==> src/rtl/snes_multi_reader.sv <==
// Multi-pad serial gamepad reader: one shared latch/clock pair, one data line per pad.
// Frames are timed by a single down-counter; all sampling stays in the clk_100M domain.
module snes_multi_reader #(
  parameter int NUM_PADS  = 2,
  parameter int NUM_BITS  = 16,
  parameter int LATCH_CYC = 1200,
  parameter int HALF_CYC  = 600,
  parameter int IDLE_CYC  = 1200,
  parameter int INVERT    = 1
) (
  input  logic                         clk_100M,
  input  logic                         reset,
  input  logic                         poll_en,
  input  logic                         poll_req,
  input  logic [NUM_PADS-1:0]          snes_data,
  output logic                         snes_latch,
  output logic                         snes_clk,
  output logic                         busy,
  output logic [NUM_PADS*NUM_BITS-1:0] btn_state,
  output logic                         btn_valid,
  output logic [NUM_PADS*NUM_BITS-1:0] btn_press
);

  localparam int W       = NUM_PADS * NUM_BITS;
  localparam int MAX_LH  = (LATCH_CYC > HALF_CYC) ? LATCH_CYC : HALF_CYC;
  localparam int MAX_CYC = (MAX_LH > IDLE_CYC) ? MAX_LH : IDLE_CYC;
  localparam int TW      = (MAX_CYC > 1) ? $clog2(MAX_CYC) : 1;
  localparam int IW      = $clog2(NUM_BITS);

  localparam logic [TW-1:0] LATCH_LD = TW'(LATCH_CYC - 1);
  localparam logic [TW-1:0] HALF_LD  = TW'(HALF_CYC - 1);
  localparam logic [TW-1:0] IDLE_LD  = TW'(IDLE_CYC - 1);
  localparam logic [IW-1:0] LAST_IDX = IW'(NUM_BITS - 1);

  typedef enum logic [2:0] {
    IDLE,
    LATCH,
    CLK_HI,
    CLK_LO,
    GUARD
  } state_t;

  state_t                state_reg, state_next;
  logic [TW-1:0]         timer_reg, timer_next;
  logic [IW-1:0]         index_reg, index_next;
  logic                  sample_en;
  logic                  frame_done;
  logic                  timer_zero;

  logic [NUM_PADS-1:0]   sync1_reg, sync2_reg;
  logic [W-1:0]          shift_reg, shift_next;
  logic [NUM_BITS-1:0]   bit_mask;
  logic [W-1:0]          btn_new;

  logic                  latch_reg, clk_reg, busy_reg;
  logic [W-1:0]          state_out_reg, press_reg;
  logic                  valid_reg;

  assign timer_zero = (timer_reg == '0);

  always_comb begin
    state_next = state_reg;
    timer_next = timer_zero ? timer_reg : timer_reg - 1'b1;
    index_next = index_reg;
    sample_en  = 1'b0;
    frame_done = 1'b0;
    case (state_reg)
      IDLE: begin
        timer_next = LATCH_LD;
        index_next = '0;
        if (poll_req || poll_en) state_next = LATCH;
      end
      LATCH: begin
        index_next = '0;
        if (timer_zero) begin
          state_next = CLK_HI;
          timer_next = HALF_LD;
        end
      end
      CLK_HI: begin
        if (timer_zero) begin
          sample_en  = 1'b1;
          state_next = CLK_LO;
          timer_next = HALF_LD;
        end
      end
      CLK_LO: begin
        if (timer_zero) begin
          if (index_reg == LAST_IDX) begin
            state_next = GUARD;
            timer_next = IDLE_LD;
          end else begin
            index_next = index_reg + 1'b1;
            state_next = CLK_HI;
            timer_next = HALF_LD;
          end
        end
      end
      GUARD: begin
        if (timer_zero) begin
          frame_done = 1'b1;
          timer_next = LATCH_LD;
          state_next = poll_en ? LATCH : IDLE;
        end
      end
      default: state_next = IDLE;
    endcase
  end

  // Each pad overwrites only the bit at the current index of its own slice.
  assign bit_mask = NUM_BITS'(1) << index_reg;

  for (genvar gi = 0; gi < NUM_PADS; gi++) begin : g_pad
    assign shift_next[gi*NUM_BITS +: NUM_BITS] = sample_en
      ? ((shift_reg[gi*NUM_BITS +: NUM_BITS] & ~bit_mask) | (sync2_reg[gi] ? bit_mask : '0))
      : shift_reg[gi*NUM_BITS +: NUM_BITS];
  end

  assign btn_new = (INVERT != 0) ? ~shift_reg : shift_reg;

  always_ff @(posedge clk_100M) begin
    if (reset) begin
      state_reg     <= IDLE;
      timer_reg     <= '0;
      index_reg     <= '0;
      sync1_reg     <= '0;
      sync2_reg     <= '0;
      shift_reg     <= '0;
      latch_reg     <= 1'b0;
      clk_reg       <= 1'b1;
      busy_reg      <= 1'b0;
      state_out_reg <= '0;
      press_reg     <= '0;
      valid_reg     <= 1'b0;
    end else begin
      sync1_reg <= snes_data;
      sync2_reg <= sync1_reg;
      state_reg <= state_next;
      timer_reg <= timer_next;
      index_reg <= index_next;
      shift_reg <= shift_next;
      // Pad-facing outputs come straight from flops so the cable sees no decode glitches.
      latch_reg <= (state_next == LATCH);
      clk_reg   <= (state_next != CLK_LO);
      busy_reg  <= (state_next != IDLE);
      valid_reg <= frame_done;
      press_reg <= frame_done ? (btn_new & ~state_out_reg) : '0;
      if (frame_done) state_out_reg <= btn_new;
    end
  end

  assign snes_latch = latch_reg;
  assign snes_clk   = clk_reg;
  assign busy       = busy_reg;
  assign btn_state  = state_out_reg;
  assign btn_valid  = valid_reg;
  assign btn_press  = press_reg;

endmodule
==> config.mk <==
export PLATFORM = sky130hd
export DESIGN_NAME = snes_multi_reader
export DESIGN_NICKNAME = d
export VERILOG_FILES = /design/src/rtl/snes_multi_reader.sv
export SDC_FILE = /design/constraint.sdc
export NUM_CORES = 1
export LEC_CHECK = 0
export ABC_CLOCK_PERIOD_IN_PS = 2900
export CAP_MARGIN = 20
export CORE_ASPECT_RATIO = 0.75
export CORE_UTILIZATION = 35
export DETAILED_ROUTE_END_ITERATION = 10
export HOLD_SLACK_MARGIN = 0.15
export PLACE_DENSITY_LB_ADDON = 0.1
export SYNTH_ARGS = -nofsm -noshare
export SYNTH_HDL_FRONTEND = slang
export SYNTH_SLANG_ARGS = --single-unit
==> constraint.sdc <==
create_clock -name clk_100M -period 2.9 [get_ports clk_100M]
set_clock_uncertainty 0.05 [all_clocks]
set_input_delay 0.435 -clock clk_100M [delete_from_list [all_inputs] [get_ports clk_100M]]
set_output_delay 0.435 -clock clk_100M [all_outputs]
set_load 0.01 [all_outputs]
# Word-level counts from Yosys, hierarchy flattened
# Cells that the tools add are included.
# op_classes
add_sub_neg,2
mux,22
n_reduce_logical,9
n_bitwise,9
mul,0
n_eq_ne,9
n_lt_le_gt_ge,0
shift,1
n_div,0
# op_table
cell,count
$not 32->32,2
$mux 11,5
$pmux 11 s4,1
$and 16x16->16,2
$and 32x32->32,1
$mux 16,2
$or 16x16->16,2
$mux 3,6
$not 16->16,1
$shl 1x4->16 const A,1
$pmux 3 s5,1
$logic_not 11->1,1
$sub 11x1->11 const B,1
$mux 4,2
$pmux 4 s2,1
$eq 3x1->1 const B,2
$eq 3x2->1 const B,2
$reduce_or 2->1,3
$add 4x1->4 const B,1
$eq 4x4->1 const B,1
$mux 1,4
$ne 2x2->1 const B,2
$eq 3x3->1 const B,1
$logic_not 3->1,1
other kinds (6),6
# totals
ram_bits,0
mem_bits_ro,0
word_cells,64
latchBits,0
mem_count,0
output_inout_bits,68
regBits,122

# Logic depth before layout (Yosys ltp)
# depth
depth_word,5
ltp_mapped,11
ltp_nobuf,10

# Least setup slack after synthesis
# OpenSTA, ideal clock, no wires.
# synth_path
path_type,register to register
startpoint,register timer_reg[0]
endpoint,register timer_reg[0]
required_time_ns,2.722
setup_slack_ns,0.581
path_stages_with_launch,12
t_arrival_ns,2.141
path_cell_list,dfxtp_1 > inv_1 > ha_1 > or4b_4 > nor3_4 > inv_2 > buf_2 > ha_1 > o21ai_0 > o311ai_0 > o21ai_0 > nor2_1
# synth_between
elab_chain_len,4
word_cells_on_any_way,7
cone_classes,add/sub (1); mux (5); reduce/logical (1)
# synth_lines
element,line,source
from (decl),44,"logic [TW-1:0] timer_reg, timer_next;"
from (signal assigned),139,timer_reg <= timer_next;
$sub 11x1->11 or $logic_not 11->1 (tied branches),"63, 59",
$mux 11,63,timer_next = timer_zero ? timer_reg : timer_reg - 1'b1;
$mux 11 (on tied branches),-,
$pmux 11 s4 *,67,case (state_reg)
# Mark *: on every way between the ends. The rest lies on a longest branch, timed or not.
# A chain may end at the register's enable or synchronous reset.

# Worst setup path after layout
# layout_path
startpoint,register timer_reg[0]
endpoint,"register press_reg[24], in the netlist btn_press[24]"
# layout_between
elab_chain_len,5
# layout_lines
element,line,source
$logic_not 11->1,59,assign timer_zero = (timer_reg == '0);
$mux 1,100,if (timer_zero) begin
$mux 1,67,
$not 1->1 (no line),-,
$reduce_or 2->1 (no line),-,
to (signal assigned),147,press_reg <= frame_done ? (btn_new & ~state_out_reg) : '0;
to (decl),56,"logic [W-1:0] state_out_reg, press_reg;"
# No other way between the ends.

==> summary by stage <==
Outcome
The run finished with clean final reports.

Final layout
Summing all multi-input logic gate instances after layout gives approximately 0.0019 mm2. The sequential cells in the finished layout cover a total of around 0.0024 mm2. In the final layout, the share of cells above drive strength 1 is 9.06%.

The number of inserted diodes is 0. The area growth from synthesis to layout is 33.8%. In the final design database the tool counted 511 nets. After filler insertion, the fill cell instance count of the layout stands at about 1.1k.

Synthesis
In this run the biggest area consumer among cell types represents 54.4% of the synthesized area. Yosys mapped a number of flops with a built-in enable equal to 0. The number of distinct library cells after synthesis is 43. The sequential area share after synthesis is between 50 and 60%.

The cell area after synthesis is 0.00449 mm2. After synthesis the netlist holds a flip-flop and latch count of 122. The number of synthesis warnings is 0. sky130_fd_sc_hd__dfxtp_1 takes more of the synthesized area than any other cell. Synthesis handed over a netlist of 424 instances. After synthesis, the share of flip-flops with an asynchronous set or reset is 0%.

By area the synthesized netlist is led by sky130_fd_sc_hd__dfxtp_1 54%, sky130_fd_sc_hd__mux2i_1 7.6%, sky130_fd_sc_hd__o2bb2ai_1 6.2%, sky130_fd_sc_hd__nand2b_1 4.9%, sky130_fd_sc_hd__nor3_1 4.5%. The average instance in the mapped netlist occupies 10.6 um2. The number of nets in the synthesized netlist is roughly 440. The flip-flop cell with the highest count after synthesis is sky130_fd_sc_hd__dfxtp_1.

Worst hold path
The path class of the tightest hold or removal check is reg2reg.

Worst setup path
In this run the worst path has a maximum fanout of 65. STA classifies the critical path endpoint as a flop. The worst setup path is launched from a flop. The top cell family by delay on the critical path is simple AND/OR/NAND/NOR gates. The slowest stage of the critical path belongs to the cell sky130_fd_sc_hd__or4b_4.

Among the stages of the critical path, the cell type that occurs most often is sky130_fd_sc_hd__buf_4. The number of buffers and inverters on the critical path is 3. At the worst endpoint, the arrival time is 2560 ps.

The critical path class is reg2reg. The worst path required time is 3160 ps. On the worst path, the slowest cell contributes a delay of 510 ps. The signal on the critical path passes through inv_1, ha_1, or4b_4, nor3_4, buf_4, nand3b_1, buf_4, nor3_1.

Clock tree
Counting along the longest clock path gives a buffer depth of 2. The CTS tree is yes. Clock latency on the worst-skew pair, taken at its later pin, is 400 ps. Buffers added to address setup during post-CTS repair amount to 0.

The cell sitting at the root of the clock tree is a sky130_fd_sc_hd__clkbuf_16. The CTS H-tree depth is 4. The total clock sinks is roughly 120. Buffers inserted to repair hold after CTS numbered 0. The number of gates resized after CTS was 0. The clock transition at the registers of the reported paths is 60 ps. TritonCTS created 17 clock buffers.

Timing
In this run the tightest slew margin relative to its limit is 50.4%. Static timing analysis puts the maximum clock frequency at 0.435 GHz. The number of pins with negative max-slew slack in the final report is 0.

The worst path needs 2300 ps of the cycle, external delays included. The number of hold-slack violations in the final timing report is 0. The worst path uses between 70% and 80% of the clock period.

Setup slack closes at roughly 600 ps. The total negative setup slack is 0 ps. The setup-violating endpoint count in the final report is 0. The measured slew at the worst slew-check pin is around 730 ps. Setup repair after global routing left no endpoint under its margin.

Power and ir drop
The share of total power consumed by net switching is 21.3%. Summed over all nets, the switching power comes to 0.888 mW. The share of total power in sequential cells is between 40% and 50%.

In this run, the combinational gates consume 4.9% of the power. The reported leakage power is 2.38 nW. The power density over the cells is 693 mW/mm2.

Of the total power, the clock network draws 53.4%. Internal power comes to roughly 3.3 mW. VDD sags by at most 0.413 mV.

Placement
The half-perimeter wire length after detailed placement is 6690 um. Before CTS, the worst setup slack after placement is 605 ps. The count of input and output buffers is between 70 and 80. At the end of routability-driven placement, the weighted congestion stood at 0.800.

Floorplan
The floorplan has 35 rows. The die span in y is 100 um. The I/O pin count is 74. The floorplan step defined a die boundary enclosing 0.0133 mm2. In this run the horizontal extent of the chip is 133 um. The effective utilization at floorplan is 36.2%.

The floorplan core area is 0.0124 mm2.

Global routing
In the global route stage, met3 resource usage came out at 4.70%. The routing layer with the top usage in global route is met2. For met2 alone, demand over resource in global routing was 22.7%. Across every metal layer, demand over resource in global routing totals 15.7%. After global routing the overflow that remains totals 0. The number of antenna violations at the first check in global routing was 0.

The largest net degree at the start of global routing is 66. The via count of the first global-routing pass is around 3.1k. The global-route wire length before repair is 16200 um.

Global routing used 22.1% of the available met1 tracks.

Drt
The antenna violation net count after detailed routing is 0. The initial detailed-routing violation count is ~130. Summing over every cut layer, the via total after detailed routing is 3352. The aggregate routed wire length is 9810 um. The number of search-and-repair iterations in the first detailed-routing pass is 5. The ratio of routed vias to standard cells is 4.97. The average wire per standard cell is 14.6 um. The DRC violations left is 0.

Flow run
Across the run, the number of max-cap violations was 0.
==> cells in the final DEF, fill, tap and decap left out, drive strengths merged, types with 2 or more instances in the layout <==
cell	n
a211o	2
a211oi	3
a21boi	4
a21oi	10
a31oi	3
buf	8
bufinv	4
clkbuf	21
clkdlybuf4s50	73
clkinv	2
clkinvlp	3
dfxtp	122
ha	9
inv	11
mux2i	34
nand2	7
nand2b	35
nand3	9
nand3b	7
nand4	4
nand4b	3
nor2	11
nor2b	7
nor3	41
nor4	3
o21ai	10
o21bai	2
o2bb2ai	32
o311ai	2
o31ai	2
or3	5
or3b	2
or4	5
xnor2	3
==> final timing paths <==
kind | start | end | slack (ps) | cells past startpoint
setup / recovery | timer_reg[0] | btn_press[24] | 600 | 8
hold / removal | sync1_reg[1] | sync2_reg[1] | 390 | 1
setup reg to reg | timer_reg[0] | btn_press[24] | 600 | 8
hold reg to reg | sync1_reg[1] | sync2_reg[1] | 390 | 1
==> through the flow <==
step	cell area [um2]	std cells	hold WS (ps)	utilization (%)	total power, mW
after floorplan	4490	424	364	-	1.91
after global placement	5380	643	368	43.4	1.97
after detailed placement	5380	643	375	43.4	1.97
after CTS	6000	674	388	48.5	4.21
after global routing	6000	674	418	48.5	4.33
final	6000	674	386	48.5	4.16
==> cell usage after synthesis, types with 3 or more instances <==
master	instances
sky130_fd_sc_hd__nor2_1	11
sky130_fd_sc_hd__inv_1	9
sky130_fd_sc_hd__nor3_1	40
sky130_fd_sc_hd__a211oi_1	3
sky130_fd_sc_hd__a31oi_1	3
sky130_fd_sc_hd__nand3b_1	7
sky130_fd_sc_hd__buf_1	3
sky130_fd_sc_hd__nand2b_1	35
sky130_fd_sc_hd__buf_2	4
sky130_fd_sc_hd__a21oi_1	10
sky130_fd_sc_hd__dfxtp_1	122
sky130_fd_sc_hd__nand2_1	7
sky130_fd_sc_hd__a21boi_0	4
sky130_fd_sc_hd__mux2i_1	34
sky130_fd_sc_hd__nand4b_1	3
sky130_fd_sc_hd__o21ai_0	10
sky130_fd_sc_hd__or3_1	5
sky130_fd_sc_hd__nand4_1	4
sky130_fd_sc_hd__ha_1	9
sky130_fd_sc_hd__or4_1	5
sky130_fd_sc_hd__nor2b_1	7
sky130_fd_sc_hd__xnor2_1	3
sky130_fd_sc_hd__clkbuf_1	21
sky130_fd_sc_hd__nand3_1	9
sky130_fd_sc_hd__o2bb2ai_1	32
==> cell type report <==
type | count | share of cell area [%]
Tap cell | 166 | 3.46
Timing Repair Buffer | 81 | 13.2
Sequential cell | 122 | 40.7
Clock buffer | 21 | 7.67
Multi-Input combinational cell | 264 | 31.7
Inverter | 10 | 0.625
Clock inverter | 10 | 2.75
==> power by group through the flow <==
stage	registers [mW]	logic, mW	clock network [mW]
after floorplan	1.76	0.151	0
after global placement	1.77	0.206	0
after detailed placement	1.77	0.204	0
after CTS	1.73	0.205	2.27
after global routing	1.74	0.225	2.36
final	1.73	0.204	2.22
==> cell families (layout without fill, tap and decap cells) <==
kind of cell	count (synthesis)	count (layout)	share of synthesized area (%)
AO/OA/AOI/OAI	74	74	12.3
XOR/XNOR	3	3	0.586
adder cells (fa/ha/maj)	9	9	2.51
flip-flops	122	122	54.4
buffers and inverters	38	122	3.29
AND/OR/NAND/NOR	143	143	19.0
multiplexers	35	35	7.84
==> per-layer routing <==
metal  part of all wire, %  up-vias
met4                  0.89        0
met3                   4.5        7
li1                      -     1683
met2                    42       81
met1                    52     1581
met5                     0        -
Power figures use the tool's default switching activity.
